<file path="config.mk">
export PLATFORM = sky130hd
export DESIGN_NAME = nios_system_entity_dir_sched
export DESIGN_NICKNAME = d
export VERILOG_FILES = /design/src/rtl/nios_system_entity_dir_sched.sv
export SDC_FILE = /design/constraint.sdc
export NUM_CORES = 1
export LEC_CHECK = 0
export CAP_MARGIN = 20
export CORE_UTILIZATION = 35
export DETAILED_ROUTE_END_ITERATION = 8
export GPL_ROUTABILITY_DRIVEN = 0
export SYNTH_ARGS = -nofsm -noshare
export SYNTH_HDL_FRONTEND = slang
export SYNTH_SLANG_ARGS = --single-unit
</file>
<file path="constraint.sdc">
create_clock -name clk -period 4.2 [get_ports clk]
set_input_delay 1.26 -clock clk [delete_from_list [all_inputs] [get_ports clk]]
set_output_delay 1.26 -clock clk [all_outputs]
set_load 0.01 [all_outputs]
</file>
<file path="src/rtl/nios_system_entity_dir_sched.sv">
// Direction scheduler for one entity: arbitrates CPU and hardware requesters onto a
// 3-bit direction output, then holds the winner for a programmable number of frames.
module nios_system_entity_dir_sched #(
  parameter int unsigned NUM_REQ      = 3,
  parameter int unsigned HOLD_W       = 8,
  parameter int unsigned DEFAULT_HOLD = 4
) (
  input  logic                   clk,
  input  logic                   reset_n,
  input  logic [NUM_REQ-1:0]     req,
  input  logic [3*NUM_REQ-1:0]   req_dir,
  output logic [NUM_REQ-1:0]     ack,
  input  logic                   frame_tick,
  input  logic [1:0]             address,
  input  logic                   chipselect,
  input  logic                   write_n,
  input  logic [31:0]            writedata,
  output logic [31:0]            readdata,
  output logic [2:0]             out_port,
  output logic                   dir_strobe
);

  localparam int unsigned DIR_W = 3;
  localparam int unsigned LG_W  = 3;

  typedef enum logic {ST_IDLE, ST_HOLD} state_e;

  state_e              state_q, state_d;
  logic [DIR_W-1:0]    out_q, out_d;
  logic [NUM_REQ-1:0]  ack_q, ack_d;
  logic                strobe_q, strobe_d;
  logic                cpu_pend_q, cpu_pend_d;
  logic [DIR_W-1:0]    cpu_dir_q, cpu_dir_d;
  logic [LG_W-1:0]     lg_q, lg_d;
  logic [HOLD_W-1:0]   hold_cnt_q, hold_cnt_d;
  logic [HOLD_W-1:0]   hold_reg_q, hold_reg_d;
  logic [NUM_REQ-1:0]  mask_q, mask_d;

  logic                wr_en_c;
  logic [NUM_REQ-1:0]  elig_c;
  logic                win_found_c;
  logic [LG_W-1:0]     win_idx_c;
  logic [DIR_W-1:0]    win_dir_c;
  logic [NUM_REQ-1:0]  win_ack_c;
  logic                unused_wd;

  assign wr_en_c   = chipselect & ~write_n;
  assign elig_c    = req & mask_q;
  assign unused_wd = ^writedata;

  // Round-robin search starting one past the last hardware grant
  always_comb begin
    int unsigned cand;
    win_found_c = 1'b0;
    win_idx_c   = '0;
    win_dir_c   = '0;
    win_ack_c   = '0;
    cand        = 0;
    for (int unsigned k = 0; k < NUM_REQ; k++) begin
      cand = 32'(lg_q) + k + 32'd1;
      if (cand >= NUM_REQ) cand = cand - NUM_REQ;
      if (!win_found_c && ((elig_c >> cand) & NUM_REQ'(1)) != '0) begin
        win_found_c = 1'b1;
        win_idx_c   = LG_W'(cand);
        win_dir_c   = req_dir[3*cand +: 3];
        win_ack_c   = NUM_REQ'(1) << cand;
      end
    end
  end

  // State register
  always_ff @(posedge clk) begin
    if (!reset_n) begin
      state_q    <= ST_IDLE;
      out_q      <= '0;
      ack_q      <= '0;
      strobe_q   <= 1'b0;
      cpu_pend_q <= 1'b0;
      cpu_dir_q  <= '0;
      lg_q       <= LG_W'(NUM_REQ - 1);
      hold_cnt_q <= '0;
      hold_reg_q <= HOLD_W'(DEFAULT_HOLD);
      mask_q     <= '1;
    end else begin
      state_q    <= state_d;
      out_q      <= out_d;
      ack_q      <= ack_d;
      strobe_q   <= strobe_d;
      cpu_pend_q <= cpu_pend_d;
      cpu_dir_q  <= cpu_dir_d;
      lg_q       <= lg_d;
      hold_cnt_q <= hold_cnt_d;
      hold_reg_q <= hold_reg_d;
      mask_q     <= mask_d;
    end
  end

  // Next-state and register updates
  always_comb begin
    logic load;
    state_d    = state_q;
    out_d      = out_q;
    ack_d      = '0;
    strobe_d   = 1'b0;
    cpu_pend_d = cpu_pend_q;
    cpu_dir_d  = cpu_dir_q;
    lg_d       = lg_q;
    hold_cnt_d = hold_cnt_q;
    hold_reg_d = hold_reg_q;
    mask_d     = mask_q;
    load       = 1'b0;

    case (state_q)
      ST_IDLE: begin
        if (cpu_pend_q) begin
          out_d      = cpu_dir_q;
          cpu_pend_d = 1'b0;
          load       = 1'b1;
        end else if (win_found_c) begin
          out_d = win_dir_c;
          ack_d = win_ack_c;
          lg_d  = win_idx_c;
          load  = 1'b1;
        end
        if (load) begin
          strobe_d   = 1'b1;
          hold_cnt_d = hold_reg_q;
          state_d    = ST_HOLD;
        end
      end
      ST_HOLD: begin
        if (frame_tick) begin
          if (hold_cnt_q == '0) state_d = ST_IDLE;
          else                  hold_cnt_d = hold_cnt_q - HOLD_W'(1);
        end
      end
      default: state_d = ST_IDLE;
    endcase

    // A DIR write overrides consumption of the previous pending value
    if (wr_en_c) begin
      case (address)
        2'd0: begin
          cpu_pend_d = 1'b1;
          cpu_dir_d  = writedata[DIR_W-1:0];
        end
        2'd1:    hold_reg_d = writedata[HOLD_W-1:0];
        2'd2:    mask_d     = writedata[NUM_REQ-1:0];
        default: ;
      endcase
    end
  end

  // Zero-latency register readback
  always_comb begin
    readdata = '0;
    case (address)
      2'd0:    readdata = 32'(out_q);
      2'd1:    readdata = 32'(hold_reg_q);
      2'd2:    readdata = 32'(mask_q);
      default: readdata = 32'({cpu_pend_q, lg_q, (state_q == ST_HOLD)});
    endcase
  end

  assign out_port   = out_q;
  assign ack        = ack_q;
  assign dir_strobe = strobe_q;

endmodule
</file>
# == Word-level counts from Yosys, hierarchy flattened ==
# Index checks and enable logic that the tools add are counted.
# op_classes
add_sub_neg,8
mul,3
magnitude_cmp,3
n_eq_ne,5
shifts,9
muxes,32
bitwise_logic,7
reduce_logical,15
# ops
operator,count
9-bit by 33-bit variable part select with 3-bit output,3
"2-bit by 32-bit multiplier with 32-bit output, first input constant",3
32-bit 2-to-1 mux,3
"1-bit by 32-bit left shift with 3-bit output, first input constant",3
3-bit by 32-bit right shift with 1-bit output,3
3-bit 2-to-1 mux,11
"32-bit by 2-bit greater-or-equal comparator with 1-bit output, second input constant",1
"32-bit by 2-bit subtractor with 32-bit output, second input constant",1
8-bit 2-to-1 mux,3
8-bit one-hot mux with 3 select lines,1
8-bit one-hot mux with 2 select lines,1
1-bit 2-to-1 mux,12
"5-bit by 2-bit subtractor with 6-bit output, second input constant",2
"4-bit by 1-bit adder with 5-bit output, second input constant",2
"5-bit by 2-bit greater-or-equal comparator with 1-bit output, second input constant",2
8-bit logical NOT,1
2-bit AND reduction,4
"8-bit by 1-bit subtractor with 8-bit output, second input constant",1
"2-bit != test, second input constant",3
3-bit AND reduction,2
1-bit NOT,5
"3-bit by 1-bit adder with 4-bit output, second input constant",1
"3-bit by 2-bit adder with 4-bit output, second input constant",1
4-bit OR reduction,1
10 further kinds,12
# totals
register_bits,34
inputBits,51
output_inout_bits,39
wordCells,92

# == Longest topological paths before layout ==
# logic_depth
ltp_word,16
mapped_depth,19
depth_no_buf,17

# == Worst setup path after synthesis ==
# OpenSTA, ideal clock, no wires.
# synth_timing
path_type,reg-to-reg
startpoint,register lg_q[0]
endpoint,"register out_q[1], in the netlist out_port[1]"
setup_ps,116
t_arrival_ps,3758
required_time_ps,4084
slack_ps,326
path_stages_with_launch,19
n_path_buf,2
period_less_slack_ps,3874
path_cell_list,dfxtp_1 > inv_1 > ha_1 > buf_2 > nand2b_1 > a21oi_1 > nor2_2 > ha_1 > inv_1 > fa_1 > clkbuf_1 > or2_2 > o221ai_1 > o21ai_0 > o22ai_1 > a2111oi_0 > a311oi_1 > o211ai_1 > a31o_1
# synth_between
elab_chain_cells,13
word_cells_on_any_way,36
classes_between,7 x add/sub; 3 x mul; 3 x order compare; 6 x shift; 11 x mux; 6 x reduce/logical
# synth_lines
item,line_no,source
start: declaration,34,"logic [LG_W-1:0] lg_q, lg_d;"
start signal: assignment,80,lg_q <= LG_W'(NUM_REQ - 1);
start signal: assignment,91,lg_q <= lg_d;
"parallel branches: the longest is 13 deep, another holds 32-bit by 2-bit subtractor with 32-bit output",-,
end signal: assignment,86,out_q <= out_d;
end: declaration,29,"logic [DIR_W-1:0] out_q, out_d;"
# Several ways; the timed one is not identified. The select of a mux whose other input is x is not followed.
# A chain may end at the register's enable or synchronous reset.

# == Final worst setup path ==
# layout_timing
startpoint,input address[0]
endpoint,output readdata[2]
# layout_between
elab_chain_cells,2
word_cells_on_any_way,4
classes_between,2 x eq/ne; 1 x mux; 1 x reduce/logical
# layout_lines
item,line_no,source
start: declaration,14,"input logic [1:0] address,"
"2-bit == test, or another cell as far along",157,case (address)
8-bit one-hot mux with 3 select lines *,157,
end: declaration,18,"output logic [31:0] readdata,"
# Every way passes the cells marked *; elsewhere a longest branch is shown, timed or not.

==> impl_results.md <==
- Largest area contributor in the netlist: dfxtp_1
- Main combinational cell family by area after synthesis: compound AO/OA/AOI/OAI gates
- CTS H-tree lvls: 2
- Max_cap viols: 0
- CTS Buf Count: 5
- Initial Util: 36.5%
- Die ar.: roughly 13000 µm²
- Number of detailed-route iterations in the first pass: 7
- Post-Place Worst Slack: -34.5 ps
- Kind of critical path: input pin to primary output
- Simple-Gate Fraction of Synth Area: ~25%
- Placed Cells: roughly 760
- Hold Path Class: flop to flop
- Max-slew violations: 0
- Status: finished, violations left
- Synth Instances: 568
- Layout Skew: ~6 ps
- Pwr dens: 854 nW/µm²
- Tot Pwr: around 4.4 mW
- Power share of the clock group: ~11%
- Final non-filler cell total: 763
- Site Rows: 39
- Crit path launch type: input pin
- Number of fill cells in the layout: 1177
- Worst vdd ir: about 0.31 mV
- Worst-skew pair later-pin latency: 280 ps
- Combinational share of power: between 70 and 80%
- Initial antenna violation count: 0
- Antenna Cells: 0
- Largest net degree at the start of global routing: 28
- Sequential area share after synthesis: about 16%
- Mux share of post-synthesis cell area: about 10%
- Relative slew slack: between 40% and 50%
- Vias in the first global route: 4090
- Most frequent cells in the layout: nand2_1 (65), clkdlybuf4s50_1 (40), nor2_1 (38), buf_4 (38)
- R2r setup slk: approximately 270 ps
- Cell-internal power: between 2 and 2.5 mW
- Fin crit period: 4120 ps
- Core Region: between 10000 and 15000 µm²
- Primary FF master, synth: dfxtp_1
- Worst Path Required: just under 3000 ps
- Final hold vios: 0
- Post-synth EDFFs: 0
- Number of I/O pins: 90
- CP arrival: 2860 ps
- Final non-filler cell area: roughly 5100 µm²
- Switch share: approximately half
- Hpwl dp: a little over 9 mm
- Global route overflow: 0
- Async SR Flop Fraction: 0%
- Reg power frac: between 10% and 20%
- Synth Cell Area: 4260 µm²
- Die Y: roughly 110 µm
- Pleak: about 2.1 nW
- Top-area cell type share of the netlist area: between 10% and 20%
- Post-Synth XOR/XNOR Area: under 10%
- Least-Margin Pin Slew: 786 ps
- CP Capture Type: primary output
- Post-DRT Antenna Nets: 0
- CTS tree: built
- Worst-path clk slew: about 50 ps
- CTS root buf: clkbuf_16
- Placement Cell Area: around 4900 µm²
- Yosys cell types: 85
- Gr usage total: roughly a fifth
- Commonest non-fill, non-tap cell in the layout: nand2_1
- Drt drc: 5
- Period utilisation layout: slightly below 100%
- DR vias: approximately 4.3k
- Synth Area in Compound Gates: 26.9%
- Crit Path Max Fanout: 5
- Area delta synth->final: 19.8%
- Port bufs: around 40
- Final wirelength: 12.2 mm
- Final Worst Setup Slack: 78.6 ps
- Initial drt markers: approximately 340
- Largest cells by area after synthesis: dfxtp_1 (16%), ha_1 (5.9%), nand2_1 (5.7%)
- Vias per inst: approximately 5.6
- Die W: between 100 and 150 µm
- CTS Buffer Depth: 2
- Cts hold-fix bufs: 0
- Sw power: 2.14 mW
- Mean Syn Cell Area: roughly 7.5 µm²
- Failing checks: design-rule violations
- Final #Nets: 693
- Drt wl/cell: around 16 µm
- First-pass GRT wire length: ~20 mm
- Share of cells above drive strength 1: between 10% and 20%
- Clock sink count: 34
- Post-Synth Adder-Cell Area: under 10%
- Fmax: about 0.24 GHz
- Yosys Warn Count: 0
- Util after Layout: 43.8%
- FF+latch count, synth: 34
- Endpoints failing setup: 0
-- metal layers --
metal,vias to the layer above,GRT usage (%),wire length (µm)
li1,2120,-,-
met1,2008,26.6,5690
met2,141,33.0,5730
met3,18,2.16,612
met4,0,5.60,156
met5,-,0,0
-- sequential cells by signal, indices dropped and copies added (netlist names) --
register and flops:
hold_reg_q 8, dir_strobe 1, lg_q 3, cpu_pend_q 1, out_port 3, ack 3
state_q 1, cpu_dir_q 3, hold_cnt_q 8, mask_q 3
-- cell usage after synthesis (7+ instances only) --
| library cell | n |
|---|---|
| buf_4 | 26 |
| o22ai_1 | 11 |
| nand2b_1 | 9 |
| clkbuf_1 | 22 |
| buf_2 | 7 |
| nor2_1 | 38 |
| nor2b_1 | 18 |
| o211ai_1 | 8 |
| and2_1 | 12 |
| a21boi_0 | 11 |
| xnor2_1 | 9 |
| inv_1 | 28 |
| nand3_1 | 21 |
| mux2i_1 | 21 |
| nand4_1 | 7 |
| ha_1 | 20 |
| o21ai_0 | 18 |
| mux2_2 | 7 |
| nor3_1 | 12 |
| nand2_1 | 65 |
| a21oi_1 | 34 |
| dfxtp_1 | 34 |
-- timing repair --
action,in CTS,in global routing
pin swaps,0,0
resized for setup,1,7
hold endpoints to repair,0,0
endpoints found under the setup margin,3,10
setup buffers,0,0
-- worst max-delay path, cell delays in order --
cell,delay (ps)
clkdlybuf4s50_1,560
mux4_2,550
clkdlybuf4s50_1,500
-- power groups by stage --
| stage | clock, mW | sequential, mW | combinational (mW) |
|---|---|---|---|
| 4_1_cts | 0.497 | 0.455 | 3.36 |
| 2_1_floorplan | 0 | 0.440 | 2.49 |
| 6_report | 0.489 | 0.457 | 3.41 |
| 3_3_place_gp | 0 | 0.458 | 3.28 |
| 3_5_place_dp | 0 | 0.460 | 3.33 |
| 5_1_grt | 0.507 | 0.466 | 3.77 |
-- worst paths after layout --
check | start | end | depth (start not counted)
max | address[0] | readdata[2] | 3
max reg2reg | lg_q[0] | out_port[1] | 17
min reg2reg | hold_cnt_q[1] | hold_cnt_q[1] | 2
min | hold_cnt_q[1] | hold_cnt_q[1] | 2
-- metrics by stage --
step	setup TNS [ps]	hold slack, ps
floorplan	0	440
global placement	0	451
detailed placement	-79.6	465
CTS	0	469
global route	-13.4	501
finish	0	471
-- cell families (layout without fill, tap and decap cells) --
group,count (synthesis),in the layout
flip-flops,34,34
adder cells (fa/ha/maj),24,24
buffers and inverters,91,117
XOR/XNOR,15,15
AND/OR/NAND/NOR,210,210
AO/OA/AOI/OAI,158,158
multiplexers,34,34
other,2,28
-- cell type report --
cell class	count	area [µm²]	area share (%)
multi-input cells	469	3230	63.3
well taps	143	179	3.51
repair buffers	79	698	13.7
clock buffers	6	139	2.72
inverters	30	116	2.28
flip-flops and latches	34	682	13.4
clock inverters	2	60.1	1.18
(Power assumes the default switching activity.)
